File: config.mk
export PLATFORM = sky130hd
export DESIGN_NAME = screen_arbiter
export DESIGN_NICKNAME = d
export VERILOG_FILES = /design/src/rtl/screen_arbiter_pkg.sv /design/src/rtl/screen_wbuf.sv /design/src/rtl/screen_arbiter.sv
export SDC_FILE = /design/constraint.sdc
export NUM_CORES = 1
export LEC_CHECK = 0
export ABC_AREA = 1
export CORE_UTILIZATION = 39
export DETAILED_ROUTE_END_ITERATION = 16
export GPL_ROUTABILITY_DRIVEN = 0
export PLACE_DENSITY_LB_ADDON = 0.05
export RECOVER_POWER = 50
export SETUP_SLACK_MARGIN = 0.1
export SLEW_MARGIN = 20
export SYNTH_ARGS = -nofsm -noshare
export SYNTH_HDL_FRONTEND = slang
export SYNTH_SLANG_ARGS = --single-unit
File: constraint.sdc
create_clock -name clk -period 4.8 [get_ports clk]
set_clock_uncertainty 0.15 [all_clocks]
set_input_delay 1.2 -clock clk [delete_from_list [all_inputs] [get_ports clk]]
set_output_delay 1.2 -clock clk [all_outputs]
set_load 0.02 [all_outputs]
File: src/rtl/screen_arbiter_pkg.sv
// Shared definitions for the screen RAM arbiter: RAM owner encoding and
// the screen window of the memory map.
package screen_arbiter_pkg;

  localparam int unsigned SCREEN_BASE  = 16384;
  localparam int unsigned SCREEN_WORDS = 8192;

  // Width of the consecutive-VGA-grant counter (MAX_WAIT range 1-15).
  localparam int unsigned WAIT_W = 4;

  // Owner of the single RAM port in a given cycle.
  typedef enum logic [1:0] {
    IDLE   = 2'd0,
    VGA    = 2'd1,
    CPU_RD = 2'd2,
    CPU_WR = 2'd3
  } owner_e;

endpackage

File: src/rtl/screen_wbuf.sv
// One-entry CPU write buffer for the screen arbiter.
// Ports:
//   clk, reset          - clock, async active-high reset (empties the entry)
//   wr_i                - capture wr_addr_i/wr_data_i (wins over drain_i)
//   drain_i             - entry is written to RAM this cycle
//   rd_addr_i           - CPU read address compared against the entry
//   full_o/addr_o/data_o- registered entry state
//   match_c_o           - combinational: entry valid and address equal
module screen_wbuf
  import screen_arbiter_pkg::*;
#(
  parameter int unsigned ADDR_W = 13,
  parameter int unsigned DATA_W = 16
) (
  input  logic              clk,
  input  logic              reset,
  input  logic              wr_i,
  input  logic              drain_i,
  input  logic [ADDR_W-1:0] wr_addr_i,
  input  logic [DATA_W-1:0] wr_data_i,
  input  logic [ADDR_W-1:0] rd_addr_i,
  output logic              full_o,
  output logic [ADDR_W-1:0] addr_o,
  output logic [DATA_W-1:0] data_o,
  output logic              match_c_o
);

  logic              full_q, full_d;
  logic [ADDR_W-1:0] addr_q, addr_d;
  logic [DATA_W-1:0] data_q, data_d;

  // A capture in the drain cycle refills the entry immediately.
  always_comb begin
    full_d = full_q;
    addr_d = addr_q;
    data_d = data_q;
    if (drain_i) full_d = 1'b0;
    if (wr_i) begin
      full_d = 1'b1;
      addr_d = wr_addr_i;
      data_d = wr_data_i;
    end
  end

  always_ff @(posedge clk or posedge reset) begin
    if (reset) begin
      full_q <= 1'b0;
      addr_q <= '0;
      data_q <= '0;
    end else begin
      full_q <= full_d;
      addr_q <= addr_d;
      data_q <= data_d;
    end
  end

  assign full_o    = full_q;
  assign addr_o    = addr_q;
  assign data_o    = data_q;
  assign match_c_o = full_q && (addr_q == rd_addr_i);

endmodule

File: src/rtl/screen_arbiter.sv
// Screen RAM arbiter: shares one single-port screen RAM between the VGA
// fetch engine and the CPU, one access per cycle. VGA has priority unless
// a CPU op has waited MAX_WAIT VGA grants. CPU writes go through a
// one-entry buffer. Optional macro SCREEN_ARB_FWD_EN forwards buffered
// write data to a matching CPU read without touching the RAM.
// Ports:
//   clk, reset                     - clock, async active-high reset
//   cpuAddr/cpuLoad/cpuRead/cpuIn  - CPU request side
//   cpuOut/cpuRdValid/cpuStall     - CPU response and backpressure
//   vgaReq/vgaAddr                 - VGA fetch request
//   vgaData/vgaValid               - VGA fetch response
//   ramAddr/ramWe/ramDin/ramDout   - screen RAM, 1-cycle read latency
module screen_arbiter
  import screen_arbiter_pkg::*;
#(
  parameter int unsigned ADDR_W   = 13,
  parameter int unsigned DATA_W   = 16,
  parameter int unsigned MAX_WAIT = 4
) (
  input  logic              clk,
  input  logic              reset,
  input  logic [ADDR_W-1:0] cpuAddr,
  input  logic              cpuLoad,
  input  logic              cpuRead,
  input  logic [DATA_W-1:0] cpuIn,
  output logic [DATA_W-1:0] cpuOut,
  output logic              cpuRdValid,
  output logic              cpuStall,
  input  logic              vgaReq,
  input  logic [ADDR_W-1:0] vgaAddr,
  output logic [DATA_W-1:0] vgaData,
  output logic              vgaValid,
  output logic [ADDR_W-1:0] ramAddr,
  output logic              ramWe,
  output logic [DATA_W-1:0] ramDin,
  input  logic [DATA_W-1:0] ramDout
);

`ifdef SCREEN_ARB_FWD_EN
  localparam bit FWD_EN = 1'b1;
`else
  localparam bit FWD_EN = 1'b0;
`endif

  owner_e            state_q, state_d;
  logic [WAIT_W-1:0] wait_q, wait_d;
  logic              ld_done_q, ld_done_d;
  logic              fwd_q, fwd_d;
  logic [DATA_W-1:0] fwd_data_q, fwd_data_d;

  logic              buf_full, buf_match;
  logic [ADDR_W-1:0] buf_addr;
  logic [DATA_W-1:0] buf_data;

  logic rd_valid_c, rd_req, ld_eff, fwd_hit, rd_elig, cpu_pend;
  logic drain, wr_stall, wr_accept;

  screen_wbuf #(.ADDR_W(ADDR_W), .DATA_W(DATA_W)) u_wbuf (
    .clk       (clk),
    .reset     (reset),
    .wr_i      (wr_accept),
    .drain_i   (drain),
    .wr_addr_i (cpuAddr),
    .wr_data_i (cpuIn),
    .rd_addr_i (cpuAddr),
    .full_o    (buf_full),
    .addr_o    (buf_addr),
    .data_o    (buf_data),
    .match_c_o (buf_match)
  );

  // Arbitration, buffer control and output routing.
  always_comb begin
    state_d    = IDLE;
    wait_d     = wait_q;
    ld_done_d  = 1'b0;
    fwd_d      = 1'b0;
    fwd_data_d = '0;
    ramAddr    = '0;
    ramWe      = 1'b0;
    ramDin     = '0;

    // cpuRead stays high through its valid cycle; do not reissue it then.
    rd_valid_c = (state_q == CPU_RD) || fwd_q;
    rd_req     = cpuRead && !rd_valid_c;
    // A held cpuLoad that was already captured under a read stall is stale.
    ld_eff     = cpuLoad && !ld_done_q;
    fwd_hit    = FWD_EN && rd_req && buf_match;
    // Reads wait behind a buffered or same-cycle write to keep ordering.
    rd_elig    = rd_req && !fwd_hit && !ld_eff && !buf_full;
    cpu_pend   = buf_full || rd_elig;

    if (!reset) begin
      if (cpu_pend && (!vgaReq || wait_q == WAIT_W'(MAX_WAIT)))
        state_d = buf_full ? CPU_WR : CPU_RD;
      else if (vgaReq)
        state_d = VGA;
    end

    drain     = (state_d == CPU_WR);
    wr_stall  = ld_eff && buf_full && !drain;
    wr_accept = ld_eff && !wr_stall;
    cpuStall  = !reset && (cpuRead || wr_stall);

    if (cpuStall && !rd_valid_c)
      ld_done_d = ld_done_q || wr_accept;

    if (state_d == CPU_RD || state_d == CPU_WR || !cpu_pend)
      wait_d = '0;
    else if (state_d == VGA && wait_q != WAIT_W'(MAX_WAIT))
      wait_d = wait_q + WAIT_W'(1);

    if (fwd_hit) begin
      fwd_d      = 1'b1;
      fwd_data_d = buf_data;
    end

    unique case (state_d)
      VGA:     ramAddr = vgaAddr;
      CPU_RD:  ramAddr = cpuAddr;
      CPU_WR: begin
        ramAddr = buf_addr;
        ramWe   = 1'b1;
        ramDin  = buf_data;
      end
      default: ramAddr = '0;
    endcase

    // Read data is steered by last cycle's owner.
    vgaValid   = (state_q == VGA);
    vgaData    = vgaValid ? ramDout : '0;
    cpuRdValid = rd_valid_c;
    cpuOut     = fwd_q ? fwd_data_q : ((state_q == CPU_RD) ? ramDout : '0);
  end

  always_ff @(posedge clk or posedge reset) begin
    if (reset) begin
      state_q    <= IDLE;
      wait_q     <= '0;
      ld_done_q  <= 1'b0;
      fwd_q      <= 1'b0;
      fwd_data_q <= '0;
    end else begin
      state_q    <= state_d;
      wait_q     <= wait_d;
      ld_done_q  <= ld_done_d;
      fwd_q      <= fwd_d;
      fwd_data_q <= fwd_data_d;
    end
  end

endmodule

==> flow_metrics.tcl <==
set metrics [dict create \
    ir_worst_vdd_uv 173 \
    htree_levels 2 \
    vias 2302 \
    ys_seq_area_frac 0.402 \
    grt_use_total 0.201 \
    avgSynthCellArea_um2 7.29 \
    hold_buffers 0 \
    fp.dieH_um 78.9 \
    path_class "in -> out" \
    clock.fmax_ghz 0.216 \
    setup_violations 0 \
    power_switching_mw 0.320 \
    layout_min_cycle_time_ns 4.64 \
    core_area_mm2 0.00561 \
    dr.pass1.iters 4 \
    post_drt_wl_per_cell_um 11.7 \
    grt_pass1_wl_um 9930 \
    clk_path_buf_depth 2 \
    syn_area_mm2 0.00230 \
    clkSinkCount 37 \
    crit_buf_inv 3 \
    p_sw_frac 0.322 \
    worst_pin_slew_ns 1.37 \
    drtIter0Drc 105 \
    grtUsageMet1 0.245 \
    io_pins 128 \
    use_met3 0.0414 \
    rsz0062_at_grt "no" \
    power.share.clock 0.274 \
    fillCellCount 522 \
    min_path_type "reg -> reg" \
    syn_to_final_growth_pct 60.0 \
    drc 0 \
    drv_slew 0 \
    diodes 0 \
    hold_viol_final 0 \
    slowest_stage "clkdlybuf4s50_1" \
    cpPeakStageDelay_ns 0.61 \
    comb_power_share 0.327 \
    seqPwrFrac 0.398 \
    grt_overflow_total 0 \
    path_clk_slew_ns 0.07 \
    fin_area_mm2 0.00369 \
    gr-usage-met2 0.351 \
    fin_nets 506 \
    outcome "finished clean" \
    fp.dieW_um 78.9 \
    cts_buffers 5 \
    cp-start-kind "input pin" \
    routed_via_density 4.48 \
    post_dp_cell_area_mm2 0.00357 \
    hpwl_um 4460 \
    p_per_area_mw_per_mm2 269 \
    setup_tns_ns 0 \
    crit_arrival_ns 3.29 \
    layout_worst_path_cycle_share 0.967 \
    drive_gt1_frac 0.0769 \
    grt_busiest_layer "met2" \
    leakage_nw 1.84 \
    path_cells "clkdlybuf4s50_1, nand2_1, nand3_2, nand2_1, nand2_2, nand2_1, nor2_8, buf_12, nand2_1, nand3_1, clkdlybuf4s50_1" \
    slew_headroom 0.0815 \
    cpLargestDelayFamily "buffers and inverters" \
    synthDistinctLibCells 23 \
    cts_tree "yes" \
    dieArea_mm2 0.00622 \
    syn-num-nets 381 \
    p_int_mw 0.672 \
    synthCells 316 \
    io_buffers 127 \
    yosys_warnings 0 \
    grt_max_degree 47 \
    required_ns 3.45 \
    maxCapViolCount 0 \
    ys_ff_latch 37 \
    initial_core_util 0.411 \
    worst_path_most_repeated_cell "nand2_1" \
    grt_antenna_before_repair 0 \
    grt_pass1_vias 2177 \
    antenna_left 0 \
    clock_latency_ns 0.29 \
    rows 27 \
    cts-root-buf "clkbuf_8" \
    end_kind "output port" \
    route.final.wire_length_um 6020 \
    path_max_fanout 9 \
]
## worst min-delay path: cells and delay by family (launching register included)
| kind | cells | cell delay, ns |
|---|---|---|
| and+or+nand+nor | 2 | 0.09 |
| DFF | 1 | 0.35 |
## state kept, by name, summed over array words and instances, names as in the netlist
signal and flops:
wait_q 4, state_q 2, u_wbuf.full_o 1, u_wbuf.data_o 16, u_wbuf.addr_o 13, ld_done_q 1
## cells by family after synthesis
| family | Yosys count | synth area share |
|---|---|---|
| compound gates | 18 | 0.0434 |
| xor+xnor | 2 | 0.00760 |
| fa+ha+maj | 2 | 0.0109 |
| buf+inv | 63 | 0.132 |
| flops | 37 | 0.402 |
| simple gates | 194 | 0.404 |
## metrics by stage
| step | power, mW | setup slack [ns] | utilization | std cells | hold WS (ns) |
|---|---|---|---|---|---|
| 2_1_floorplan | 0.592 | 0.397 | - | 316 | 0.292 |
| 3_3_place_gp | 0.723 | 0.239 | 0.637 | 505 | 0.304 |
| 3_5_place_dp | 0.731 | 0.179 | 0.637 | 505 | 0.309 |
| 4_1_cts | 1.01 | 0.176 | 0.658 | 513 | 0.329 |
| 5_1_grt | 1.05 | 0.0629 | 0.658 | 514 | 0.348 |
| 6_report | 0.992 | 0.160 | 0.658 | 514 | 0.325 |
## cells in the final DEF, fill, tap and decap left out, types with 5 or more instances in the layout
cell type and instances:
clkbuf_8 5, a21oi_1 17, nor2_1 57, dfrtp_1 37, inv_1 47, clkdlybuf4s50_1 123
nor2_4 11, nand3_1 37, nand2_1 80
## path summary, 6_finish.rpt
| kind | from | end | slack, ns | cells after the start |
|---|---|---|---|---|
| setup / recovery | cpuLoad | ramAddr[2] | 0.16 | 11 |
| setup reg to reg | wait_q[0] | u_wbuf.data_o[10] | 1.81 | 8 |
| hold / removal | u_wbuf.addr_o[1] | u_wbuf.addr_o[1] | 0.32 | 2 |
| min in group asynchronous | reset | u_wbuf.addr_o[5] | 1.11 | 2 |
| hold reg to reg | u_wbuf.addr_o[1] | u_wbuf.addr_o[1] | 0.32 | 2 |
| max in group asynchronous | reset | u_wbuf.data_o[12] | 2.70 | 3 |
## routing by layer
metal / vias up / routed length, µm
li1: 1202 / -
met1: 1023 / 2690
met2: 69 / 2970
met3: 8 / 276
met4: 0 / 85
met5: - / 0
## power groups by stage
stage               logic (mW)  registers (mW)  clock network, mW
floorplan                0.196           0.395                  0
global placement         0.324           0.399                  0
detailed placement       0.331           0.400                  0
CTS                      0.331           0.395              0.282
global route             0.359           0.402              0.291
finish                   0.325           0.395              0.272
## cell type report
class | instances | area (µm²) | area share
Inverter | 51 | 196 | 0.0533
Timing Repair Buffer | 130 | 1310 | 0.355
Tap cell | 72 | 90.1 | 0.0244
Sequential cell | 37 | 926 | 0.251
Clock inverter | 3 | 46.3 | 0.0126
Multi-Input combinational cell | 216 | 1050 | 0.285
Clock buffer | 5 | 68.8 | 0.0187
## synth_stat cells (all sizes together)
cell,count,area share
nand2,84,0.15
nor2,69,0.16
dfrtp,37,0.40
nand4,1,0.0027
buf,9,0.042
clkbuf,3,0.0049
inv,51,0.085
a21oi,17,0.037
a21o,1,0.0065
nand3,40,0.097
ha,2,0.011
xor2,2,0.0076
## timing repair
action	in CTS	in global routing
setup endpoints to repair	0	5
buffers inserted	0	1
resized for setup	0	1
No activity file was read; power rests on OpenSTA's default activity.
==> variant 1 (same settings) <==
Set the localparam `FWD_EN` to 1'b1 (it was 1'b0).
--- a/src/rtl/screen_arbiter.sv
+++ b/src/rtl/screen_arbiter.sv
@@ -41,3 +41,3 @@
 `else
-  localparam bit FWD_EN = 1'b0;
+  localparam bit FWD_EN = 1'b1;
 `endif
Behaviour: not the same (a bounded check fails within 4 cycles, from zero or initial values and one cycle with reset high).
==> variant 1 against the unedited design <==
  * Final area grew 24%
  * Wire length rose by 38%
  * Area after synthesis rose by 34%
  * Sequential cell count grew 17
  * Sequential power up 46%
  * Total power rose by 20%
  * Count of clock-buffer cells in the layout rose by 1
  * Setup slack improved by 9.3 ps
==> variant 1: results (changes against the unedited design) <==
top post-synthesis cells by area=dfrtp_1, nand2_1, inv_1; layout cells sized above 1=0.0478 (-0.0291); vias per inst=4.59 (+2.5%); reg-to-reg setup timing slack=1310 ps (-500 ps); CTS Buffer Depth=2 (unchanged); worst-margin pin slew=1190 ps (-188 ps); crit path DAT=3280 ps (about the same); register area share after synthesis=0.437 (+0.0353); Max Cap Viol=0 (unchanged); ANT cells=0 (unchanged); Min-Delay Startpoint=u_wbuf.data_o[5]$_DFFE_PP0P_; status=finished, final reports clean; maximum VDD drop=116 µV (-33%); vias in the first global route=2913 (+34%); first-pass GRT wire length=13900 µm (+40%); R2R Path End=u_wbuf.addr_o[7]$_DFFE_PP0P_; largest net degree at the start of global routing=39 (-17%); placed cell area=4430 µm² (+24%); clock-pin slew on the worst setup and hold paths=90 ps (+20 ps); HPWL after DPL=6150 µm (+38%); GRT Util Overall=0.206 (+0.00469); pre-CTS setup slack=133 ps (-45.4 ps); Reg2Reg Depth=7 (-1); crit path launch=cpuLoad; commonest cells in the netlist=nand2_1, inv_1, dfrtp_1, nor2_1, nand3_1; worst-path maximum fanout=6 (-3); wire per inst=12.5 µm (+6.3%); worst reg2reg path startpoint=fwd_q$_DFF_PP0_; Iter 0 DRT Violations=146 (+39%); LEAKAGE=2.63 nW (+43%); Worst Hold End=u_wbuf.data_o[5]$_DFFE_PP0P_
==> variant 1: cell types whose count changed in the layout (fill, tap and decap cells not counted), moves of 3 or more <==
cell,delta
a21oi_1,-15
nand2_1,+74
clkdlybuf4s50_1,-22
nor2_4,-10
xor2_1,+4
dfrtp_1,+17
inv_1,+13
nand4_1,+3
nand3_1,+7
dlymetal6s2s_1,+22
o21ai_0,+27
nor2_1,-5
==> variant 1: cell type report <==
cell class,instances,area [µm²],share of cell area
tap,102,128,0.0280
timing repair inverter,1,7.51,0.00165
clock buffer,6,72.6,0.0159
inverter,65,251,0.0551
timing repair buffer,133,1380,0.303
sequential,54,1350,0.296
multi-input combinational,305,1360,0.298
clock inverter,1,7.51,0.00165
==> variant 1: worst max-delay path by stage <==
stage | end | slack (ps) | cells past startpoint
after CTS | ramAddr[2] | 120 | 10
after detailed placement | ramAddr[2] | 130 | 10
after global placement | ramAddr[1] | 210 | 10
after floorplan | ramAddr[0] | 550 | 6
final | ramAddr[0] | 170 | 11
after global routing | ramAddr[0] | 30 | 7
==> variant 1: worst min-delay path, stage by stage, from the launching register on <==
cell and delay (ps):
dfrtp_1 350, nand2_1 50, nand2_1 40
==> variant 1: logic make-up after synthesis <==
logic type | after synthesis | synth area share
compound gates | 30 | 0.0494
xor+xnor | 6 | 0.0170
fa+ha+maj | 2 | 0.00809
buf+inv | 83 | 0.120
flops | 54 | 0.437
simple gates | 267 | 0.368
==> variant 1: power breakdown <==
group	internal [mW]	switching, mW
logic	0.163	0.207
registers	0.522	0.0531
clock network	0.100	0.145
==> variant 1: metal layers <==
metal	GRT usage	vias up	share of wire
li1	-	1588	-
met1	0.287	1355	0.50
met2	0.317	112	0.42
met3	0.0561	6	0.073
met4	0.0516	0	0.0082
met5	0	-	0
==> variant 1: stage by stage <==
| stage | hold slack [ps] | std cells |
|---|---|---|
| CTS | 330 | 666 |
| global route | 351 | 667 |
| global placement | 304 | 659 |
| floorplan | 292 | 442 |
| detailed placement | 308 | 659 |
| finish | 325 | 667 |
==> variant 2 (same flow settings) <==
Made on the original files. `data_q` no longer has a reset.
--- a/src/rtl/screen_wbuf.sv
+++ b/src/rtl/screen_wbuf.sv
@@ -48,3 +48,2 @@
       addr_q <= '0;
-      data_q <= '0;
     end else begin
@@ -52,4 +51,7 @@
       addr_q <= addr_d;
-      data_q <= data_d;
     end
+  end
+
+  always_ff @(posedge clk) begin
+    data_q <= data_d;
   end
Check against the original RTL: same outputs for any inputs over 10 cycles, from zero or initial values and one cycle with reset high; that may be too few to reach the edited logic, so the function may still have changed.
==> variant 2 against the unedited design <==
  * Synthesized cell count fell by 11%
  * Total power decreased by 14%
  * Combinational power decreased by 22%
  * Wire length down 8.4%
  * Sequential power fell by 1%
  * Final area fell by 3.9%
  * Setup slack gained 25 ps
  * Area after synthesis shrank 7.0%
  * Non-clock buffer count unchanged
  * Sequential cell count unchanged
  * Critical path type unchanged
  * Highest routed layer unchanged
==> variant 2: results (changes against the unedited design) <==
Mapped Area=2140 µm² (-7.0%); maximum VDD drop=185 µV (+7.1%); Async SR Flop Fraction=0.568 (-0.432); number of flops mapped to enable cells by yosys=16 (+16); top post-synthesis cells by area=dfrtp_1, edfxtp_1, nand2_1; GRT Util Overall=0.198 (-0.00361); first-pass GRT wire length=9280 µm (-6.5%); syn_nets=346 (-9.2%); vias per inst=4.47 (-0.24%); commonest cells in the netlist=nand2_1, inv_1, nor2_1, nand3_1, dfrtp_1; R2R Path End=u_wbuf.data_o[10]$_DFFE_PP_; Synth Area in Compound Gates=0.00759 (-0.0358); Reg2Reg Depth=7 (-1); layout cells sized above 1=0.0779 (+0.000936); Final #Nets=475 (-6.1%); worst-path maximum fanout=16 (+7); Min-Delay Startpoint=u_wbuf.addr_o[6]$_DFFE_PP0P_; register area share after synthesis=0.469 (+0.0676); HPWL after DPL=4200 µm (-5.7%); Int Power=591 µW (-12%); status=finished, final reports clean; reg-to-reg setup timing slack=2050 ps (+240 ps); largest net degree at the start of global routing=30 (-36%); Iter 0 DRT Violations=80 (-24%); Worst Hold End=u_wbuf.addr_o[6]$_DFFE_PP0P_; LEAKAGE=1.82 nW (-1.0%); cell count after synthesis=281 (-11%); dpl cells=473 (-6.3%); Synth Area in XOR/XNOR=0.00817 (+0.000572); Netlist cell types=25 (+8.7%)
variant 2: changes by cell type in the layout (fill, tap and decap cells not counted), moves of 15 or more:
cell and delta:
clkdlybuf4s50_1 -21, dfrtp_1 -16, edfxtp_1 +16, nor2_1 -16, dlygate4sd3_1 +15, a21oi_1 -17
variant 2: cells by family after synthesis:
group	after synthesis
buffers and inverters	60
and+or+nand+nor	178
DFF	37
AOI/OAI and AO/OA	2
adders and majority gates	2
xor gates and xnor gates	2
variant 2: metrics by stage:
step	utilization	cell area [µm²]	setup slack (ps)	hold WS (ps)
2_1_floorplan	-	2140	801	299
3_3_place_gp	0.664	3450	250	312
3_5_place_dp	0.664	3450	225	316
4_1_cts	0.680	3540	219	334
5_1_grt	0.681	3540	38.0	358
6_report	0.681	3540	185	331
variant 2: how the worst max path moves through the flow:
stage,startpoint,endpoint,slack [ps],depth (start not counted)
6_report,cpuLoad,ramDin[15],180,10
5_1_grt,cpuLoad,ramDin[15],40,10
4_1_cts,cpuLoad,ramDin[1],220,10
3_5_place_dp,cpuLoad,ramDin[1],230,10
3_3_place_gp,cpuLoad,ramDin[2],250,10
2_1_floorplan,reset,ramAddr[0],800,6
variant 2: cell type report:
| class | instances | share of cell area |
|---|---|---|
| Sequential cell | 37 | 0.284 |
| Inverter | 52 | 0.0558 |
| Tap cell | 70 | 0.0247 |
| Clock inverter | 3 | 0.00494 |
| Clock buffer | 5 | 0.0194 |
| Multi-Input combinational cell | 184 | 0.245 |
| Timing Repair Buffer | 130 | 0.367 |
variant 2: power groups by stage:
stage	registers, mW	clock network (mW)	logic [mW]
2_1_floorplan	0.391	0	0.138
3_3_place_gp	0.394	0	0.256
3_5_place_dp	0.395	0	0.260
4_1_cts	0.389	0.218	0.261
5_1_grt	0.394	0.229	0.279
6_report	0.390	0.209	0.253
variant 2: worst min-delay path, delay by kind of cell (launching register included):
| kind | cells | cell delay, ps |
|---|---|---|
| and+or+nand+nor | 2 | 110 |
| DFF | 1 | 340 |
variant 2: routing by layer:
layer  up-vias  track usage  share of wire
met3         6       0.0419          0.059
met1       968        0.234           0.43
met4         0       0.0654          0.010
met5         -            0              0
met2        79        0.355           0.50
li1       1096            -              -
